[config.mk]
export PLATFORM = sky130hd
export DESIGN_NAME = spi_slave_if
export DESIGN_NICKNAME = d
export VERILOG_FILES = /design/src/rtl/spi_slave_if.sv
export SDC_FILE = /design/constraint.sdc
export NUM_CORES = 1
export LEC_CHECK = 0
export ABC_CLOCK_PERIOD_IN_PS = 2900
export CORE_MARGIN = 5
export CORE_UTILIZATION = 54
export CTS_CLUSTER_DIAMETER = 200
export CTS_CLUSTER_SIZE = 28
export DETAILED_ROUTE_END_ITERATION = 10
export GPL_TIMING_DRIVEN = 0
export PLACE_DENSITY = 0.79
export SLEW_MARGIN = 40
export SYNTH_ARGS = -nofsm -noshare
export SYNTH_HDL_FRONTEND = slang
export SYNTH_SLANG_ARGS = --single-unit
[constraint.sdc]
create_clock -name sys_clk -period 2.9 [get_ports sys_clk]
set_input_delay 0.87 -clock sys_clk [delete_from_list [all_inputs] [get_ports sys_clk]]
set_output_delay 0.87 -clock sys_clk [all_outputs]
set_load 0.005 [all_outputs]
[src/rtl/spi_slave_if.sv]
// SPI mode-0 slave with one-word transmit holding buffer and single-word receive register.
// All SPI pins are resynchronised into sys_clk; SPI edges take effect about three cycles after they occur on the pins.

module spi_slave_if #(
    parameter int DATA_W = 16
) (
    input  logic              sys_clk,
    input  logic              rst,
    input  logic              spi_sclk,
    input  logic              spi_cs,
    input  logic              spi_mosi,
    output logic              spi_miso,
    output logic              spi_miso_oe,
    input  logic [DATA_W-1:0] tx_data,
    input  logic              tx_valid,
    output logic              tx_ready,
    output logic [DATA_W-1:0] rx_data,
    output logic              rx_valid,
    output logic              frame_err,
    output logic              tx_underrun,
    output logic              busy
);

    localparam int CNT_W = $clog2(DATA_W);
    localparam logic [CNT_W-1:0] CNT_LAST = CNT_W'(DATA_W - 1);

    typedef enum logic [1:0] {
        WAIT_IDLE = 2'd0,
        IDLE      = 2'd1,
        SHIFT     = 2'd2
    } state_t;

    state_t state, state_nxt;

    logic [1:0] sclk_sync, cs_sync, mosi_sync;
    logic       sclk_d, cs_d;
    logic       sclk_s, cs_s, mosi_s;
    logic       sclk_rise, sclk_fall, cs_rise, cs_fall;

    logic [DATA_W-1:0] hold_dat;
    logic              hold_full;
    logic [DATA_W-1:0] tx_shift;
    logic [DATA_W-2:0] rx_shift;
    logic [CNT_W-1:0]  bit_cnt;
    logic              reload_pend;

    logic load, sample, shift_out, cs_end;

    // cs synchroniser resets low so a frame already in progress at reset release is never mistaken for idle
    always_ff @(posedge sys_clk) begin
        if (rst) begin
            sclk_sync <= '0;
            cs_sync   <= '0;
            mosi_sync <= '0;
            sclk_d    <= 1'b0;
            cs_d      <= 1'b0;
        end else begin
            sclk_sync <= {sclk_sync[0], spi_sclk};
            cs_sync   <= {cs_sync[0], spi_cs};
            mosi_sync <= {mosi_sync[0], spi_mosi};
            sclk_d    <= sclk_sync[1];
            cs_d      <= cs_sync[1];
        end
    end

    assign sclk_s    = sclk_sync[1];
    assign cs_s      = cs_sync[1];
    assign mosi_s    = mosi_sync[1];
    assign sclk_rise = sclk_s & ~sclk_d;
    assign sclk_fall = ~sclk_s & sclk_d;
    assign cs_rise   = cs_s & ~cs_d;
    assign cs_fall   = ~cs_s & cs_d;

    always_ff @(posedge sys_clk) begin
        if (rst) begin
            state <= WAIT_IDLE;
        end else begin
            state <= state_nxt;
        end
    end

    always_comb begin
        state_nxt = state;
        load      = 1'b0;
        sample    = 1'b0;
        shift_out = 1'b0;
        cs_end    = 1'b0;
        case (state)
            WAIT_IDLE: begin
                if (cs_s) begin
                    state_nxt = IDLE;
                end
            end
            IDLE: begin
                if (cs_fall) begin
                    state_nxt = SHIFT;
                    load      = 1'b1;
                end
            end
            SHIFT: begin
                if (cs_rise) begin
                    state_nxt = IDLE;
                    cs_end    = 1'b1;
                end else begin
                    sample = sclk_rise;
                    if (sclk_fall) begin
                        load      = reload_pend;
                        shift_out = ~reload_pend;
                    end
                end
            end
            default: state_nxt = WAIT_IDLE;
        endcase
    end

    // A write and a load can coincide only when the buffer is empty, so the write is kept for the next frame
    always_ff @(posedge sys_clk) begin
        if (rst) begin
            hold_dat    <= '0;
            hold_full   <= 1'b0;
            tx_shift    <= '0;
            rx_shift    <= '0;
            bit_cnt     <= '0;
            reload_pend <= 1'b0;
            rx_data     <= '0;
            rx_valid    <= 1'b0;
            frame_err   <= 1'b0;
            tx_underrun <= 1'b0;
        end else begin
            rx_valid    <= 1'b0;
            frame_err   <= 1'b0;
            tx_underrun <= 1'b0;

            if (tx_valid && !hold_full) begin
                hold_dat  <= tx_data;
                hold_full <= 1'b1;
            end

            if (load) begin
                tx_shift    <= hold_full ? hold_dat : '0;
                tx_underrun <= ~hold_full;
                reload_pend <= 1'b0;
                if (hold_full) begin
                    hold_full <= 1'b0;
                end
            end

            if (shift_out) begin
                tx_shift <= {tx_shift[DATA_W-2:0], 1'b0};
            end

            if (sample) begin
                rx_shift <= {rx_shift[DATA_W-3:0], mosi_s};
                if (bit_cnt == CNT_LAST) begin
                    bit_cnt     <= '0;
                    rx_data     <= {rx_shift, mosi_s};
                    rx_valid    <= 1'b1;
                    reload_pend <= 1'b1;
                end else begin
                    bit_cnt <= bit_cnt + 1'b1;
                end
            end

            if (cs_end) begin
                frame_err   <= (bit_cnt != '0);
                bit_cnt     <= '0;
                reload_pend <= 1'b0;
            end
        end
    end

    assign spi_miso    = tx_shift[DATA_W-1];
    assign spi_miso_oe = (state == SHIFT);
    assign busy        = (state == SHIFT);
    assign tx_ready    = ~hold_full;

endmodule

==> metrics.cfg <==
[status]
outcome = complete, no violations

[timing]
highest_clock_rate_mhz = 367
rsz_0062_raised_after_global_routing = false
whs_ps = 438
finalWorstSetupSlack_ps = 172
timing.final.hold_violations = 0
final_report_setup_violation_count = 0
min_period_over_period_pct = 94.1
max_slew.worst_pin.slew_ps = 567
timing_max_transition_violations_final = 0
worst_clock_skew_ps = 7.27
final_period_minus_worst_setup_slack_ps = 2730
worst_slew_margin_pct = 62.2

[yosys]
synthArstFlopShare_pct = 0
post_synthesis_sequential_element_count = 82
mappedNetlistArea_mm2 = 0.00321
synth_cells = 350
mappedNetlistNets = 379
yosys_warnings = 0
synth_area_per_cell_um2 = 9.18
yosysSeqAreaShare_pct = 51.1
synth-edff-count = 0
synthDistinctLibCells = 36
postSynth.topFlopCell = sky130_fd_sc_hd__dfxtp_1

[cts]
cts_repair_resizes = 0
clkLatencyLatePin_ps = 350
clockRootBuffer = sky130_fd_sc_hd__clkbuf_8
cts_tree = done
hold_buffers = 0
clkSinkCount = 82
cts_setup_buffers = 0
buffers_from_clock_root_to_sink_at_most = 2
htreeDepth = 3
cts-buffers-inserted = 9
clock_pin_slew_reported_for_the_worst_setup_and_hold_paths_after_clock_tree_synthesis_ps = 80

[global_route]
largest_net_degree_at_the_start_of_global_routing = 14
wire_length_of_the_first_global_routing_pass_um = 11800
use_met1_pct = 25.1
grt_use_met2_pct = 31.5
grt-ovfl-total = 0
gr-max-usage-layer = met2
groute.usage.overall_pct = 20.0
initial_antenna_violation_count = 0
grt_util_met3_pct = 5.49
first_global_vias = 2585

[placed_design]
routability_congestion_estimate_from_global_placement = 0.772
dp_hpwl_um = 4730
io_buffers = 44
dp_cells = 469
dp_slack_ps = -173

[finish]
fin_nets = 434
area_growth_syn_to_layout_pct = 23.5
antenna_diodes = 0
multi_input_area_mm2 = 0.00143
commonest_non_fill_non_tap_cells_in_the_layout = sky130_fd_sc_hd__dfxtp_1, sky130_fd_sc_hd__nand2_1, sky130_fd_sc_hd__clkdlybuf4s50_1
post_route_cells_drive_above_1_share_pct = 5.61
fillCellCount = 465
final_common_cell = sky130_fd_sc_hd__dfxtp_1
seqCellArea_mm2 = 0.00164
utilization_pct = 67.8
finish.cell_count_without_fillers = 485

[worst_setup_path]
r2r-end = rx_data[11]
timing.critical_path.required_ps = 3110
depth_of_the_worst_register_to_register_path = 8
worstPathArrival_ps = 2940
start_kind = input pin
critical_path.reg2reg.startpoint = state[0]
cp-end-kind = register
crit_type = input pin to register
r2r_setup_slack_ps = 630
cp_max_fo = 10

[min_path]
min_path_type = register to register
whs_endpoint = cs_sync[1]
startpoint_of_the_tightest_hold_check_path = cs_sync[0]
hold-path-cell-count = 1

[drt]
drt_iter0_markers = 177
vias = 2560
drt.antenna.violating_nets = 0
vias_per_cell = 5.28
routed_wl_um = 6780
drt_pre_antenna_iters = 4
final_routed_drc_violation_total = 0
drt-wirelength-per-cell_um = 14.0

[pwr]
power_per_cell_area_mw_per_mm2 = 580
pwr-share-clk_pct = 39.2
power.share.sequential_pct = 51.3
cellInternalPower_uw = 1760
cellLeakagePower_uw = 0.00163
power.share.combinational_pct = 9.6
power.share.switching_pct = 23.3
p_sw_uw = 536
power.total_uw = 2300
ir_worst_vdd_uv = 364

[job]
max-cap-violations = 0

[die]
fp-row-count = 28
die_area_mm2 = 0.00760
start_util_pct = 54.9
placeableCoreArea_mm2 = 0.00585
die-height_um = 87.2
top_level_i_o_count = 45
dieWidth_um = 87.2

-- registers in the layout (all words and copies together), names as in the netlist, 4 cells and up --
signal,count
hold_dat,16
rx_data,16
tx_shift,16
rx_shift,15
bit_cnt,4
-- stage by stage --
stage / TNS [ps] / instance area, µm²
2_1_floorplan: 0 / 3210
3_3_place_gp: -5550 / 3750
3_5_place_dp: -5370 / 3750
4_1_cts: 0 / 3970
5_1_grt: 0 / 3970
6_report: 0 / 3970
-- critical path, stage by stage --
cell,delay [ps]
sky130_fd_sc_hd__clkdlybuf4s50_1,680
sky130_fd_sc_hd__clkbuf_1,380
sky130_fd_sc_hd__clkbuf_1,420
sky130_fd_sc_hd__buf_1,500
sky130_fd_sc_hd__a21oi_1,90
-- power by group through the flow --
stage / clock network, µW / logic [µW] / registers (µW)
after floorplan: 0 / 140 / 1200
after global placement: 0 / 211 / 1200
after detailed placement: 0 / 220 / 1200
after CTS: 918 / 221 / 1180
after global routing: 979 / 251 / 1180
final: 901 / 220 / 1180
-- synthesized netlist by cell type, drive strengths merged (3+ instances only) --
library cell,n,share of area (%)
nor2,25,2.9
and3,3,0.58
mux2i,17,5.3
dfxtp,82,51
nor2b,33,6.4
nand2b,5,0.97
buf,11,2.3
inv,6,0.70
nand3b,3,0.70
a221o,14,4.4
clkbuf,12,1.4
and4b,3,0.93
ha,7,2.7
and2b,5,1.2
nand4,3,0.58
a21oi,35,5.4
nand2,68,7.9
-- cells by family after synthesis --
family | Yosys count | share of synthesized area, %
flops | 82 | 51.1
mux | 17 | 5.29
fa+ha+maj | 7 | 2.72
compound gates | 58 | 12.1
xor+xnor | 3 | 0.818
buf+inv | 29 | 4.36
simple gates | 154 | 23.7
-- how the worst max path moves through the flow --
stage                     slack [ps]  startpoint  depth (start not counted)      endpoint
after floorplan                  880    state[0]                          8  tx_shift[10]
final                            170         rst                          5   hold_dat[5]
after global placement          -170         rst                          5   hold_dat[0]
after global routing              20         rst                          5    rx_data[0]
after CTS                        190         rst                          5   hold_dat[5]
after detailed placement        -170         rst                          5   hold_dat[5]
-- final cells by class --
cell class	count	share of cell area [%]
Clock inverter	4	1.89
Tap cell	75	2.36
Multi-Input combinational cell	239	36.1
Sequential cell	82	41.4
Clock buffer	12	3.66
Inverter	6	0.567
Buffer	23	2.96
Timing Repair Buffer	44	11.1
-- per-layer routing --
metal,up-vias,routed length [µm]
met2,58,3210
met1,1195,3070
met4,0,183
met5,-,0
li1,1288,-
met3,19,319
Note: power is estimated with default switching activity, not from simulation.
